## src/rtl/writeback_queue_stage_if.sv

```systemverilog
// Bundle of the retire-queue handshakes: execute-side entry, memory load response, register-file write.
// Latency: none, wiring only.
// Backpressure: stall_prev/next_stall/load_resp_ready travel against the data direction.
interface writeback_queue_stage_if #(
    parameter int DEPTH         = 4,
    parameter int ADDR_WIDTH    = 32,
    parameter int DATA_WIDTH    = 32,
    parameter int NUM_REGISTERS = 32
);
    localparam int REG_W = $clog2(NUM_REGISTERS);
    localparam int OCC_W = $clog2(DEPTH + 1);

    // execute side
    logic                  prev_done;
    logic                  stall_prev;
    logic [ADDR_WIDTH-1:0] program_count_in;
    logic                  program_count_valid_in;
    logic                  load_in;
    logic                  store_in;
    logic                  opcode_legal_in;
    logic [1:0]            load_size_in;
    logic                  load_unsigned_in;
    logic [REG_W-1:0]      write_register_in;
    logic                  writeback_enabled_in;
    logic [DATA_WIDTH-1:0] result_data_in;
    // memory response
    logic                  load_resp_valid;
    logic [31:0]           load_resp_data;
    logic                  load_resp_ready;
    // retire side
    logic                  next_stall;
    logic                  done_next;
    logic [REG_W-1:0]      write_register;
    logic [DATA_WIDTH-1:0] write_data;
    logic                  write_activate;
    logic                  illegal_retire;
    logic [ADDR_WIDTH-1:0] program_count_out;
    logic                  program_count_valid_out;
    logic [OCC_W-1:0]      occupancy;

    modport master (
        output prev_done, program_count_in, program_count_valid_in, load_in, store_in,
               opcode_legal_in, load_size_in, load_unsigned_in, write_register_in,
               writeback_enabled_in, result_data_in, load_resp_valid, load_resp_data, next_stall,
        input  stall_prev, load_resp_ready, done_next, write_register, write_data,
               write_activate, illegal_retire, program_count_out, program_count_valid_out, occupancy
    );

    modport slave (
        input  prev_done, program_count_in, program_count_valid_in, load_in, store_in,
               opcode_legal_in, load_size_in, load_unsigned_in, write_register_in,
               writeback_enabled_in, result_data_in, load_resp_valid, load_resp_data, next_stall,
        output stall_prev, load_resp_ready, done_next, write_register, write_data,
               write_activate, illegal_retire, program_count_out, program_count_valid_out, occupancy
    );
endinterface

```

## src/rtl/writeback_queue_stage.sv

```systemverilog
// In-order retire queue between execute and the register file; a legal load waits at the head for its memory word.
// Latency: non-load entry retire-ready the cycle after acceptance; a load the cycle after its response is captured.
// Backpressure: stall_prev while full unless the head retires this cycle; next_stall holds the head. Option: WB_RETIRE_COUNT_EN adds instret_count.
module writeback_queue_stage #(
    parameter int DEPTH         = 4,
    parameter int ADDR_WIDTH    = 32,
    parameter int DATA_WIDTH    = 32,
    parameter int NUM_REGISTERS = 32
) (
    input  logic                   clk,
    input  logic                   rst_n,
    writeback_queue_stage_if.slave wb
`ifdef WB_RETIRE_COUNT_EN
    ,
    output logic [63:0]            instret_count
`endif
);
    localparam int REG_W = $clog2(NUM_REGISTERS);
    localparam int PTR_W = (DEPTH > 1) ? $clog2(DEPTH) : 1;
    localparam int CNT_W = $clog2(DEPTH + 1);

    typedef struct packed {
        logic [ADDR_WIDTH-1:0] pc;
        logic                  pc_vld;
        logic                  load;
        logic                  store;
        logic                  legal;
        logic [1:0]            size;
        logic                  uns;
        logic [REG_W-1:0]      rd;
        logic                  wb_en;
        logic [DATA_WIDTH-1:0] dat;   // ALU result, or effective address until a load is captured
    } entry_t;

    entry_t           ent_q [DEPTH];
    entry_t           entry_in;
    entry_t           head;
    logic [PTR_W-1:0] head_q, tail_q;
    logic [CNT_W-1:0] count_q;
    logic             head_loaded_q;

    logic             not_empty, full, head_wait_load;
    logic             transfer_next, transfer_prev, capture;
    logic [7:0]       byte_sel;
    logic [15:0]      half_sel;
    logic [31:0]      load_ext;

    function automatic logic [PTR_W-1:0] ptr_inc(input logic [PTR_W-1:0] p);
        return (p == PTR_W'(DEPTH - 1)) ? '0 : p + PTR_W'(1);
    endfunction

    assign entry_in = '{
        pc:     wb.program_count_in,
        pc_vld: wb.program_count_valid_in,
        load:   wb.load_in,
        store:  wb.store_in,
        legal:  wb.opcode_legal_in,
        size:   wb.load_size_in,
        uns:    wb.load_unsigned_in,
        rd:     wb.write_register_in,
        wb_en:  wb.writeback_enabled_in,
        dat:    wb.result_data_in
    };

    assign head           = ent_q[head_q];
    assign not_empty      = (count_q != '0);
    assign full           = (count_q == CNT_W'(DEPTH));
    // Illegal entries never fetch data, even when flagged as loads.
    assign head_wait_load = head.load && head.legal;

    assign wb.done_next       = not_empty && (!head_wait_load || head_loaded_q);
    assign transfer_next      = wb.done_next && !wb.next_stall;
    assign wb.stall_prev      = !rst_n || (full && !transfer_next);
    assign transfer_prev      = wb.prev_done && !wb.stall_prev;
    assign wb.load_resp_ready = not_empty && head_wait_load && !head_loaded_q;
    assign capture            = wb.load_resp_ready && wb.load_resp_valid;

    assign wb.write_activate = transfer_next && head.legal && !head.store && head.wb_en && (head.rd != '0);
    assign wb.illegal_retire = transfer_next && !head.legal;
    // Payload is not reset, so head-derived buses are forced to zero while in reset.
    assign wb.write_register          = rst_n ? head.rd  : '0;
    assign wb.write_data              = rst_n ? head.dat : '0;
    assign wb.program_count_out       = rst_n ? head.pc  : '0;
    assign wb.program_count_valid_out = not_empty && head.pc_vld;
    assign wb.occupancy               = count_q;

    // Select and extend the loaded byte/half/word using the low address bits held at the head.
    always_comb begin
        byte_sel = 8'(wb.load_resp_data >> {head.dat[1:0], 3'b000});
        half_sel = 16'(wb.load_resp_data >> {head.dat[1], 4'b0000});
        load_ext = wb.load_resp_data;
        case (head.size)
            2'd0:    load_ext = {{24{!head.uns && byte_sel[7]}}, byte_sel};
            2'd1:    load_ext = {{16{!head.uns && half_sel[15]}}, half_sel};
            default: load_ext = wb.load_resp_data;
        endcase
    end

    // Pointer, occupancy and head-loaded bookkeeping.
    always_ff @(posedge clk or negedge rst_n) begin
        if (!rst_n) begin
            head_q        <= '0;
            tail_q        <= '0;
            count_q       <= '0;
            head_loaded_q <= 1'b0;
        end else begin
            if (transfer_prev) tail_q <= ptr_inc(tail_q);
            if (transfer_next) head_q <= ptr_inc(head_q);
            case ({transfer_prev, transfer_next})
                2'b10:   count_q <= count_q + CNT_W'(1);
                2'b01:   count_q <= count_q - CNT_W'(1);
                default: count_q <= count_q;
            endcase
            if (transfer_next)
                head_loaded_q <= 1'b0;
            else if (capture)
                head_loaded_q <= 1'b1;
        end
    end

    // Entry payload: push at tail, load data overwrites the head's address field.
    // A capture and a push never target the same slot (a full queue only accepts while the head retires).
    always_ff @(posedge clk) begin
        if (capture) ent_q[head_q].dat <= DATA_WIDTH'(load_ext);
        if (transfer_prev) ent_q[tail_q] <= entry_in;
    end

`ifdef WB_RETIRE_COUNT_EN
    // Retired-instruction counter, illegal entries included; wraps naturally at 2^64.
    always_ff @(posedge clk or negedge rst_n) begin
        if (!rst_n)
            instret_count <= '0;
        else if (transfer_next)
            instret_count <= instret_count + 64'd1;
    end
`endif
endmodule

```

## src/flat_wrapper.sv

```systemverilog
// flat-port wrapper written by rule: the top's interface ports become plain ports
module writeback_queue_stage_flat 
#(
    parameter int DEPTH         = 4,
    parameter int ADDR_WIDTH    = 32,
    parameter int DATA_WIDTH    = 32,
    parameter int NUM_REGISTERS = 32
)
  (clk, rst_n, wb_prev_done, wb_program_count_in, wb_program_count_valid_in, wb_load_in, wb_store_in, wb_opcode_legal_in, wb_load_size_in, wb_load_unsigned_in, wb_write_register_in, wb_writeback_enabled_in, wb_result_data_in, wb_load_resp_valid, wb_load_resp_data, wb_next_stall, wb_stall_prev, wb_load_resp_ready, wb_done_next, wb_write_register, wb_write_data, wb_write_activate, wb_illegal_retire, wb_program_count_out, wb_program_count_valid_out, wb_occupancy);
  writeback_queue_stage_if #(.DEPTH(DEPTH), .ADDR_WIDTH(ADDR_WIDTH), .DATA_WIDTH(DATA_WIDTH), .NUM_REGISTERS(NUM_REGISTERS)) wb_i ();
  input  logic clk;
  input  logic rst_n;
  input wire logic [$bits(wb_i.prev_done)-1:0] wb_prev_done;
  input wire logic [$bits(wb_i.program_count_in)-1:0] wb_program_count_in;
  input wire logic [$bits(wb_i.program_count_valid_in)-1:0] wb_program_count_valid_in;
  input wire logic [$bits(wb_i.load_in)-1:0] wb_load_in;
  input wire logic [$bits(wb_i.store_in)-1:0] wb_store_in;
  input wire logic [$bits(wb_i.opcode_legal_in)-1:0] wb_opcode_legal_in;
  input wire logic [$bits(wb_i.load_size_in)-1:0] wb_load_size_in;
  input wire logic [$bits(wb_i.load_unsigned_in)-1:0] wb_load_unsigned_in;
  input wire logic [$bits(wb_i.write_register_in)-1:0] wb_write_register_in;
  input wire logic [$bits(wb_i.writeback_enabled_in)-1:0] wb_writeback_enabled_in;
  input wire logic [$bits(wb_i.result_data_in)-1:0] wb_result_data_in;
  input wire logic [$bits(wb_i.load_resp_valid)-1:0] wb_load_resp_valid;
  input wire logic [$bits(wb_i.load_resp_data)-1:0] wb_load_resp_data;
  input wire logic [$bits(wb_i.next_stall)-1:0] wb_next_stall;
  output wire logic [$bits(wb_i.stall_prev)-1:0] wb_stall_prev;
  output wire logic [$bits(wb_i.load_resp_ready)-1:0] wb_load_resp_ready;
  output wire logic [$bits(wb_i.done_next)-1:0] wb_done_next;
  output wire logic [$bits(wb_i.write_register)-1:0] wb_write_register;
  output wire logic [$bits(wb_i.write_data)-1:0] wb_write_data;
  output wire logic [$bits(wb_i.write_activate)-1:0] wb_write_activate;
  output wire logic [$bits(wb_i.illegal_retire)-1:0] wb_illegal_retire;
  output wire logic [$bits(wb_i.program_count_out)-1:0] wb_program_count_out;
  output wire logic [$bits(wb_i.program_count_valid_out)-1:0] wb_program_count_valid_out;
  output wire logic [$bits(wb_i.occupancy)-1:0] wb_occupancy;
  assign wb_i.prev_done = wb_prev_done;
  assign wb_i.program_count_in = wb_program_count_in;
  assign wb_i.program_count_valid_in = wb_program_count_valid_in;
  assign wb_i.load_in = wb_load_in;
  assign wb_i.store_in = wb_store_in;
  assign wb_i.opcode_legal_in = wb_opcode_legal_in;
  assign wb_i.load_size_in = wb_load_size_in;
  assign wb_i.load_unsigned_in = wb_load_unsigned_in;
  assign wb_i.write_register_in = wb_write_register_in;
  assign wb_i.writeback_enabled_in = wb_writeback_enabled_in;
  assign wb_i.result_data_in = wb_result_data_in;
  assign wb_i.load_resp_valid = wb_load_resp_valid;
  assign wb_i.load_resp_data = wb_load_resp_data;
  assign wb_i.next_stall = wb_next_stall;
  assign wb_stall_prev = wb_i.stall_prev;
  assign wb_load_resp_ready = wb_i.load_resp_ready;
  assign wb_done_next = wb_i.done_next;
  assign wb_write_register = wb_i.write_register;
  assign wb_write_data = wb_i.write_data;
  assign wb_write_activate = wb_i.write_activate;
  assign wb_illegal_retire = wb_i.illegal_retire;
  assign wb_program_count_out = wb_i.program_count_out;
  assign wb_program_count_valid_out = wb_i.program_count_valid_out;
  assign wb_occupancy = wb_i.occupancy;
  writeback_queue_stage #(.DEPTH(DEPTH), .ADDR_WIDTH(ADDR_WIDTH), .DATA_WIDTH(DATA_WIDTH), .NUM_REGISTERS(NUM_REGISTERS)) u_core (.clk(clk), .rst_n(rst_n), .wb(wb_i));
endmodule
```

## config.mk

```make
export PLATFORM = sky130hd
export DESIGN_NAME = writeback_queue_stage_flat
export DESIGN_NICKNAME = d
export VERILOG_FILES = /design/src/rtl/writeback_queue_stage_if.sv /design/src/rtl/writeback_queue_stage.sv /design/src/flat_wrapper.sv
export SDC_FILE = /design/constraint.sdc
export NUM_CORES = 1
export LEC_CHECK = 0
export CAP_MARGIN = 20
export CORE_ASPECT_RATIO = 0.8
export CORE_MARGIN = 2
export CORE_UTILIZATION = 59
export DETAILED_ROUTE_END_ITERATION = 8
export PLACE_DENSITY = 0.91
export SYNTH_ARGS = -nofsm -noshare
export SYNTH_HDL_FRONTEND = slang
export SYNTH_SLANG_ARGS = --single-unit
```

## constraint.sdc

```tcl
create_clock -name clk -period 8.86 [get_ports clk]
set_input_delay 1.772 -clock clk [delete_from_list [all_inputs] [get_ports clk]]
set_output_delay 1.772 -clock clk [all_outputs]
set_load 0.005 [all_outputs]
```

==> summary.txt <==
status - finished, final reports clean
drc violations - 0
CTS tree - built
summed negative setup slack over all endpoints - 0 ns
hold violation count in the final report - 0
vias in the first global route - 8922
dominant combinational cell family by area after synthesis - multiplexers
share of synthesized registers carrying an async set or reset - 2.53%
Yosys cell types - 40
post-synthesis sequential area ratio - 66.7%
remaining global-route overflow - 0
fraction of layout instances using a drive strength above 1 - 13.6%
M1 WL - 12.6 mm
post-synthesis adder-cell area fraction - 0.936%
number of enable flip-flop cells after synthesis - 308
mean cell area of the mapped netlist - 15.1 um2
period utilisation layout - 64.5%
worst-case clock buffer depth - 3
Pint - 3.78 mW
combinational share of power - 35.4%
clock-pin slew on the worst setup and hold paths - 0.06 ns
routed length per placed instance - 23.0 um
vias - 9054
Slew @ Worst Pin - 1.07 ns
post-synthesis xor/xnor area fraction - 0.186%
min Tclk post-route - 5.71 ns
post-route standard cell area excluding fillers - 0.0174 mm2
number of endpoints failing setup at the final stage - 0
Switching Share - 30.7%
count of yosys warnings during synthesis - 0
Final #Nets - 1236
level count of the clock H-tree - 1
worst-case clock skew - 0.00951 ns
Compound-Gate Fraction of Synth Area - 7.23%
most frequent standard cell in the layout excluding fill and tap cells - sky130_fd_sc_hd__edfxtp_1
placed cell areas - 0.0162 mm2
topmost layer with routed signal wires - met4
detailed placer's ending HPWL - 20.0 mm
number of placement rows - 50
# Max-Cap Violations - 0
clock latency at the later pin of the worst-skew pair - 0.55 ns
initial standard-cell utilization of the core - 60.4%
routed wire length - 33.4 mm
I/O Buffers - 191
placeable core region - 0.0235 mm2
slew margin rel. - 28.9%
count of boundary I/O pins - 192
hold-fix buffer count after cts - 0
utilization after layout - 74.0%
total leakage power - 5.91 nW
area fraction in and, or, nand and nor cells after synthesis - 8.96%
Clock Sink Count - 316
detailed route wirelength on metal3 - 3.11 mm
net switching power of the design - 1.67 mW
area of the die - 0.0253 mm2
critical path arrival - 3.94 ns
Die Width - 177 um
element type at the critical path start - register
layout-stage area growth over the synthesis result - 22.5%
post-route ant nets - 0
highest fanout seen on the critical path - 43
total of flip-flops plus latches after synthesis - 316
worst hold path class - register to register
cts bufs inserted - 30
number of buffers inserted to repair setup after CTS - 0
largest vdd supply drop - 0.174 mV
drt pass-1 iters - 7
critical path required time - 7.09 ns
share of cell area taken by muxes after synthesis - 13.0%
synthesized area - 0.0142 mm2
maximum clock rate - 175 MHz
number of pins exceeding their max-slew limit in the final report - 0
routability congestion estimate - 0.841
WL met2 - 16.7 mm
count of mapped cells out of synthesis - 939
pin count of the biggest net entering global routing - 81
root buffer cell - sky130_fd_sc_hd__clkbuf_16
count of routing violations after the opening detailed-route iteration - 1119
RSZ-0062 raised after global routing - false
Setup CP Type - register to output pin
Primary FF master, synth - sky130_fd_sc_hd__edfxtp_1
Power Dens Cells - 314 mW/mm2
overall track demand over capacity in global routing - 26.4%
top library cells by usage in the layout, fill and taps aside - sky130_fd_sc_hd__edfxtp_1 (308), sky130_fd_sc_hd__clkdlybuf4s50_1 (190), sky130_fd_sc_hd__nor2_1 (146)
Vias/cell - 6.24
global-route wire length before repair - 49.9 mm
clock network fraction of total power - 24.8%
number of antenna violations at the first check in global routing - 2
Resize count post-CTS - 0
Mapped Nets - 1063
overall power consumption - 5.46 mW
critical path capture point type - output pin
die height - 143 um
register share of total power - 39.9%
-- layer usage --
metal | GRT usage [%] | vias up
met5 | 0 | -
met4 | 8.66 | 0
met3 | 4.94 | 81
met2 | 44.1 | 523
met1 | 35.4 | 4441
li1 | - | 4009
-- cell usage after synthesis, types with 2 or more instances --
| cell | n | share of area [%] |
|---|---|---|
| sky130_fd_sc_hd__edfxtp_1 | 308 | 65 |
| sky130_fd_sc_hd__nor2_1 | 146 | 3.9 |
| sky130_fd_sc_hd__a31oi_1 | 96 | 4.2 |
| sky130_fd_sc_hd__mux4_2 | 74 | 12 |
| sky130_fd_sc_hd__and2_1 | 70 | 3.1 |
| sky130_fd_sc_hd__nand2_1 | 36 | 0.95 |
| sky130_fd_sc_hd__a21oi_1 | 33 | 1.2 |
| sky130_fd_sc_hd__clkbuf_1 | 33 | 0.87 |
| sky130_fd_sc_hd__inv_1 | 15 | 0.40 |
| sky130_fd_sc_hd__mux2i_1 | 14 | 0.99 |
| sky130_fd_sc_hd__o21ai_0 | 13 | 0.46 |
| sky130_fd_sc_hd__buf_2 | 12 | 0.42 |
| sky130_fd_sc_hd__buf_6 | 12 | 0.95 |
| sky130_fd_sc_hd__and3_1 | 10 | 0.44 |
| sky130_fd_sc_hd__ha_1 | 9 | 0.80 |
| sky130_fd_sc_hd__a222oi_1 | 8 | 0.57 |
| sky130_fd_sc_hd__buf_1 | 8 | 0.21 |
| sky130_fd_sc_hd__dfrtp_1 | 8 | 1.4 |
| sky130_fd_sc_hd__mux2_2 | 3 | 0.24 |
| sky130_fd_sc_hd__nor2b_1 | 3 | 0.13 |
| sky130_fd_sc_hd__o21ai_1 | 3 | 0.11 |
| sky130_fd_sc_hd__nand3_1 | 2 | 0.071 |
| sky130_fd_sc_hd__nor3_1 | 2 | 0.071 |
| sky130_fd_sc_hd__o211ai_1 | 2 | 0.11 |
| sky130_fd_sc_hd__o211ai_2 | 2 | 0.18 |
| sky130_fd_sc_hd__or4_1 | 2 | 0.11 |
| sky130_fd_sc_hd__xor2_1 | 2 | 0.12 |
-- flip-flops by register name (all words and copies together) (netlist names) --
register / count
u_core.head_loaded_q: 1
u_core.head_q: 2
u_core.ent_q: 308
u_core.wb.occupancy: 3
u_core.tail_q: 2
-- stage by stage --
| step | worst slack [ns] | hold WS, ns | cells |
|---|---|---|---|
| 6_report | 3.15 | 0.477 | 1450 |
| 5_1_grt | 2.87 | 0.499 | 1450 |
| 4_1_cts | 3.09 | 0.480 | 1445 |
| 3_5_place_dp | 3.70 | 0.466 | 1389 |
| 3_3_place_gp | 3.69 | 0.462 | 1389 |
| 2_1_floorplan | 4.72 | 0.450 | 939 |
-- path summary, 6_finish.rpt --
path	slack [ns]	from	end	cells past startpoint
max	3.15	u_core.head_q[0]	wb_write_data[1]	4
min	0.48	u_core.head_loaded_q	u_core.head_loaded_q	1
max reg2reg	4.49	u_core.head_q[0]	u_core.ent_q[0][29]	6
min reg2reg	0.48	u_core.head_loaded_q	u_core.head_loaded_q	1
max in group asynchronous	6.97	rst_n	u_core.head_q[0]	2
min in group asynchronous	1.35	rst_n	u_core.wb.occupancy[1]	2
-- power groups by stage --
stage | logic, mW | clock network, mW | registers (mW)
after floorplan | 1.31 | 0 | 2.10
after global placement | 1.83 | 0 | 2.19
after detailed placement | 1.89 | 0 | 2.21
after CTS | 1.91 | 1.37 | 2.18
after global routing | 2.08 | 1.42 | 2.20
final | 1.93 | 1.35 | 2.18
-- kinds of logic (layout without fill, tap and decap cells) --
kind of cell,after synthesis,count (layout)
other cells,0,2
xor+xnor,3,3
flops,316,316
buf+inv,82,279
simple gates,275,275
mux,91,91
fa+ha+maj,10,10
compound gates,162,162
-- final cells by class --
type                       count  area [um2]
clock inverter                19         253
inverter                      16        65.1
tap                          312         390
fill                        1387        6110
multi-input combinational    541        4320
antenna                        2        5.00
sequential                   316        9460
timing repair buffer         207        2060
clock buffer                  37         798
-- critical path, stage by stage (launching register included) --
cell	delay (ns)
sky130_fd_sc_hd__dfrtp_4	0.94
sky130_fd_sc_hd__buf_4	0.78
sky130_fd_sc_hd__mux4_2	0.86
sky130_fd_sc_hd__and2_1	0.27
sky130_fd_sc_hd__clkdlybuf4s50_1	0.45
Power figures use the tool's default switching activity.
